$ cat config.mk
export PLATFORM = sky130hd
export DESIGN_NAME = switch_arb
export DESIGN_NICKNAME = d
export VERILOG_FILES = /design/src/rtl/switch_arb_pkg.sv /design/src/rtl/switch_arb_stats.sv /design/src/rtl/switch_arb.sv
export SDC_FILE = /design/constraint.sdc
export NUM_CORES = 1
export LEC_CHECK = 0
export ABC_AREA = 1
export CAP_MARGIN = 15
export CORE_AREA = 2 2 61 69
export DETAILED_ROUTE_END_ITERATION = 10
export DIE_AREA = 0 0 63 71
export DONT_BUFFER_PORTS = 1
export PLACE_DENSITY_LB_ADDON = 0.08
export SLEW_MARGIN = 20
export SYNTH_ARGS = -nofsm -noshare
export SYNTH_HDL_FRONTEND = slang
export SYNTH_SLANG_ARGS = --single-unit
$ cat constraint.sdc
create_clock -name clk -period 2 [get_ports clk]
set_input_delay 0.2 -clock clk [delete_from_list [all_inputs] [get_ports clk]]
set_output_delay 0.2 -clock clk [all_outputs]
set_load 0.01 [all_outputs]
$ cat src/rtl/switch_arb_pkg.sv
// switch_arb shared types: FSM state encoding (doubles as the grant code), requester id, defaults.
// No logic.
package switch_arb_pkg;

   typedef enum logic [1:0] {
      IDLE = 2'b00,
      OWN0 = 2'b01,
      OWN1 = 2'b10
   } state_t;

   typedef logic req_id_t;

   localparam int BURST_MAX_DEF = 4;
   localparam int CNT_W         = 16;

endpackage

$ cat src/rtl/switch_arb_stats.sv
// Saturating event counter; inc counts on the same edge, 1-cycle visible latency.
// No backpressure: once at all-ones it holds.
module switch_arb_stats
   import switch_arb_pkg::*;
(
   input  logic             clk,
   input  logic             rstn,
   input  logic             inc,
   output logic [CNT_W-1:0] cnt
);

   always_ff @(posedge clk or negedge rstn) begin
      if (!rstn) begin
         cnt <= '0;
      end else if (inc && (cnt != '1)) begin
         cnt <= cnt + 1'b1;
      end
   end

endmodule

$ cat src/rtl/switch_arb.sv
// 2:1 burst-limited arbiter into one registered output slot; accept->out_vld is 1 cycle.
// req*_rdy drops while the held word is stalled by out_rdy; SWITCH_ARB_STATS_EN adds counters.
module switch_arb
   import switch_arb_pkg::*;
#(
   parameter int ADDR_WIDTH = 8,
   parameter int DATA_WIDTH = 16,
   parameter int BURST_MAX  = BURST_MAX_DEF
) (
   input  logic                  clk,
   input  logic                  rstn,
   input  logic                  req0_vld,
   input  logic [ADDR_WIDTH-1:0] req0_addr,
   input  logic [DATA_WIDTH-1:0] req0_data,
   output logic                  req0_rdy,
   input  logic                  req1_vld,
   input  logic [ADDR_WIDTH-1:0] req1_addr,
   input  logic [DATA_WIDTH-1:0] req1_data,
   output logic                  req1_rdy,
   output logic                  out_vld,
   output logic [ADDR_WIDTH-1:0] out_addr,
   output logic [DATA_WIDTH-1:0] out_data,
   input  logic                  out_rdy,
   output logic [1:0]            grant,
   output logic [CNT_W-1:0]      cnt0,
   output logic [CNT_W-1:0]      cnt1
);

   localparam int BW = $clog2(BURST_MAX + 1);

   state_t          state, state_nxt;
   req_id_t         last_owner;
   logic [BW-1:0]   burst_cnt, burst_nxt;
   logic            slot_free;
   logic            xfer0, xfer1;
   logic            burst_full;

   assign slot_free  = !out_vld || out_rdy;
   assign req0_rdy   = (state == OWN0) && slot_free;
   assign req1_rdy   = (state == OWN1) && slot_free;
   assign xfer0      = req0_vld && req0_rdy;
   assign xfer1      = req1_vld && req1_rdy;
   assign burst_full = (burst_cnt == BW'(BURST_MAX - 1));
   assign grant      = state;

   // A full burst only hands over when the other side is waiting; otherwise the owner keeps streaming.
   always_comb begin
      state_nxt = state;
      burst_nxt = burst_cnt;
      case (state)
         IDLE: begin
            if (req0_vld && req1_vld) begin
               state_nxt = (last_owner == 1'b0) ? OWN1 : OWN0;
            end else if (req0_vld) begin
               state_nxt = OWN0;
            end else if (req1_vld) begin
               state_nxt = OWN1;
            end
         end
         OWN0: begin
            if (!req0_vld) begin
               state_nxt = req1_vld ? OWN1 : IDLE;
            end else if (xfer0 && burst_full) begin
               burst_nxt = '0;
               if (req1_vld) state_nxt = OWN1;
            end else if (xfer0) begin
               burst_nxt = burst_cnt + 1'b1;
            end
         end
         OWN1: begin
            if (!req1_vld) begin
               state_nxt = req0_vld ? OWN0 : IDLE;
            end else if (xfer1 && burst_full) begin
               burst_nxt = '0;
               if (req0_vld) state_nxt = OWN0;
            end else if (xfer1) begin
               burst_nxt = burst_cnt + 1'b1;
            end
         end
         default: state_nxt = IDLE;
      endcase
      if (state_nxt != state) burst_nxt = '0;
   end

   always_ff @(posedge clk or negedge rstn) begin
      if (!rstn) begin
         state      <= IDLE;
         last_owner <= 1'b1;
         burst_cnt  <= '0;
      end else begin
         state     <= state_nxt;
         burst_cnt <= burst_nxt;
         if (state_nxt != state) begin
            if (state_nxt == OWN0) last_owner <= 1'b0;
            if (state_nxt == OWN1) last_owner <= 1'b1;
         end
      end
   end

   always_ff @(posedge clk or negedge rstn) begin
      if (!rstn) begin
         out_vld  <= 1'b0;
         out_addr <= '0;
         out_data <= '0;
      end else if (xfer0) begin
         out_vld  <= 1'b1;
         out_addr <= req0_addr;
         out_data <= req0_data;
      end else if (xfer1) begin
         out_vld  <= 1'b1;
         out_addr <= req1_addr;
         out_data <= req1_data;
      end else if (out_rdy) begin
         out_vld  <= 1'b0;
      end
   end

`ifdef SWITCH_ARB_STATS_EN
   switch_arb_stats u_stats0 (.clk(clk), .rstn(rstn), .inc(xfer0), .cnt(cnt0));
   switch_arb_stats u_stats1 (.clk(clk), .rstn(rstn), .inc(xfer1), .cnt(cnt1));
`else
   assign cnt0 = '0;
   assign cnt1 = '0;
`endif

endmodule

==> results.ini <==
[place]
place.gp.congestion = 0.882
dp_cells = 307
dpl.hpwl_um = 3020
dp_slack_ns = 0.104
place_area_um2 = 1960
place.port_buffers = 0

[synthesis]
synth_edf_count = 0
ys_seq_area_share_pct = 39.1
ys_types = 26
synth_area_leaders = dfrtp_1 (38%), buf_4 (12%), nand2_1 (7.9%), nor2_1 (7.2%), a21oi_1 (6.3%)
async_flop_share_pct = 100
synth.cell_area_um2 = 1990
yosysMostFrequentCell = nand2_1
syn_avg_cell_area_um2 = 7.80
synth_top_area_share_pct = 37.7
synth_seq_cells = 31
synth_warnings = 0
syn_inst = 255
synth_top_area_cell = dfrtp_1
ys.flop_type = dfrtp_1
synth_common_cells = nand2_1 (42), nor2_1 (38), buf_4 (32), dfrtp_1 (30), a21oi_1 (25)

[cells_and_area]
syn_to_final_growth_pct = 7.30
nets = 326
finalNonFillerCells = 319
antenna_cells = 0
final_util_pct = 56.0
drive_gt1_share_pct = 17.2
fill_cells = 379
fin_area_um2 = 2130

[routing]
drt_first_pass_iters = 4
vias = 1512
wl_um = 4120
initialDrtViolationCount = 62
routedWlPerCell_um = 12.9
drt.antenna.violating_nets = 0
via_per_inst = 4.74
drc = 0

[cts]
cts_htree_levels = 2
path_clk_slew_ns = 0.06
clockBufferDepth = 2
clk_latency_ns = 0.28
cts_buffers = 5
cts-root-buf = clkbuf_8
cts_tree = yes
clkSinkCount = 31

[sta]
finalClockSkew_ns = 0.00322
finalCritPeriodShare_pct = 91.0
setup_ws_ns = 0.179
fin_setup_tns_ns = 0
setup_viol = 0
whs_ns = 0.0969
hold_violations = 0
drv_slew = 0
period_minus_slack_ns = 1.82
max_freq_mhz = 549

[floorplan]
rows = 24
design.core.area_um2 = 3810
io_pins = 114
die_h_um = 71
die_area_um2 = 4470
start_util_pct = 52.2
die_width_um = 63

[min_path]
min_from = req0_addr[5]
hold_path_class = in2reg

[worst_setup_path]
crit_start = grant[1]$_DFF_PN0_
cpPeakStageDelay_ns = 0.41
required_ns = 2.21
r2r_start = grant[1]$_DFF_PN0_
arrival_ns = 2.03
crit_path_frequent_cell = nand2_1
crit_fanout = 4
crit_type = reg2reg
cp-end-kind = register
critPathLaunchType = register
timing.critical_path.cells = inv_1, ha_1, nand2_4, clkinv_4, nand3b_4, nand2_1, nand2_1, nand2_1, nand2_2, inv_2, ha_1, inv_2, nand2_2, nand2_1, nand2_1
cp_slowest_cell = dfrtp_1

[power]
power_density_nw_per_um2 = 1500
vdd_ir_drop_max_uv = 670
p_leak_nw = 1.10
p_total_mw = 3.19

[grt]
grt_pass1_vias = 1460
grt.total_usage_pct = 18.9
grt_pass1_wl_um = 6590
antenna_found_initial = 0
overflow = 0
grt_max_degree = 32

[run]
cap_violations = 0

[run_status]
status = finished clean

-- layer usage --
layer / track usage [%] / part of all wire [%]
met2: 33.2 / 52
met3: 7.15 / 7.1
met5: 0 / 0
met4: 6.42 / 0.58
met1: 20.9 / 40
-- timing repair --
item / in CTS / in global routing
hold buffers: 2 / 0
setup buffers: 0 / 2
hold endpoints to repair: 31 / 0
endpoints found under the setup margin: 0 / 4
resized for setup: 0 / 7
-- cell families after synthesis --
logic type               count (synthesis)  share of synthesized area [%]
AO/OA/AOI/OAI                           55                           14.6
adder cells (fa/ha/maj)                  7                           4.40
buffers and inverters                   61                           18.2
flip-flops                              31                           39.1
multiplexers                             1                          0.503
other                                    1                          0.188
AND/OR/NAND/NOR                         99                           23.1
-- sequential cells by signal, summed over array words and instances (netlist names) --
register,count
grant,2
burst_cnt,3
last_owner,1
out_vld,1
out_data,16
out_addr,8
-- report_power, final --
group	internal, mW	leakage (nW)	total, mW	switching (mW)
clock	0.403	0.0612	0.629	0.226
sequential	0.931	0.378	1.27	0.343
combinational	0.488	0.658	1.29	0.801
-- path summary, 6_finish.rpt --
check | slack (ns) | depth (start not counted) | endpoint
max in group asynchronous | 1.40 | 2 | last_owner$_DFFE_PN1P_
min | 0.1 | 2 | out_addr[5]$_DFFE_PN0P_
max | 0.18 | 15 | last_owner$_DFFE_PN1P_
min in group asynchronous | 0.36 | 2 | out_addr[4]$_DFFE_PN0P_
min reg2reg | 0.49 | 2 | last_owner$_DFFE_PN1P_
max reg2reg | 0.18 | 15 | last_owner$_DFFE_PN1P_
-- critical path, delay by kind of cell, from the launching register on --
kind / cells / cell delay (ns)
flops: 1 / 0.41
buf+inv: 4 / 0.24
simple gates: 9 / 0.61
fa+ha+maj: 2 / 0.50
-- final cells by class --
type | count | area [um^2] | share of cell area (%)
clock inverter | 2 | 35.0 | 1.64
inverter | 21 | 83.8 | 3.93
multi-input combinational | 194 | 977 | 45.8
tap | 52 | 65.1 | 3.05
timing repair buffer | 13 | 113 | 5.28
sequential | 31 | 778 | 36.5
clock buffer | 6 | 82.6 | 3.87
-- placed cells by master, fill, tap and decap left out, drive strengths merged, types with 2 or more instances in the layout --
master  instances
nand2          52
nor2           40
conb           32
dfrtp          30
a21oi          27
o21ai          25
inv            19
buf            12
ha              7
nand3           6
clkbuf          6
clkinv          3
a22oi           2
Power figures use the tool's default switching activity.
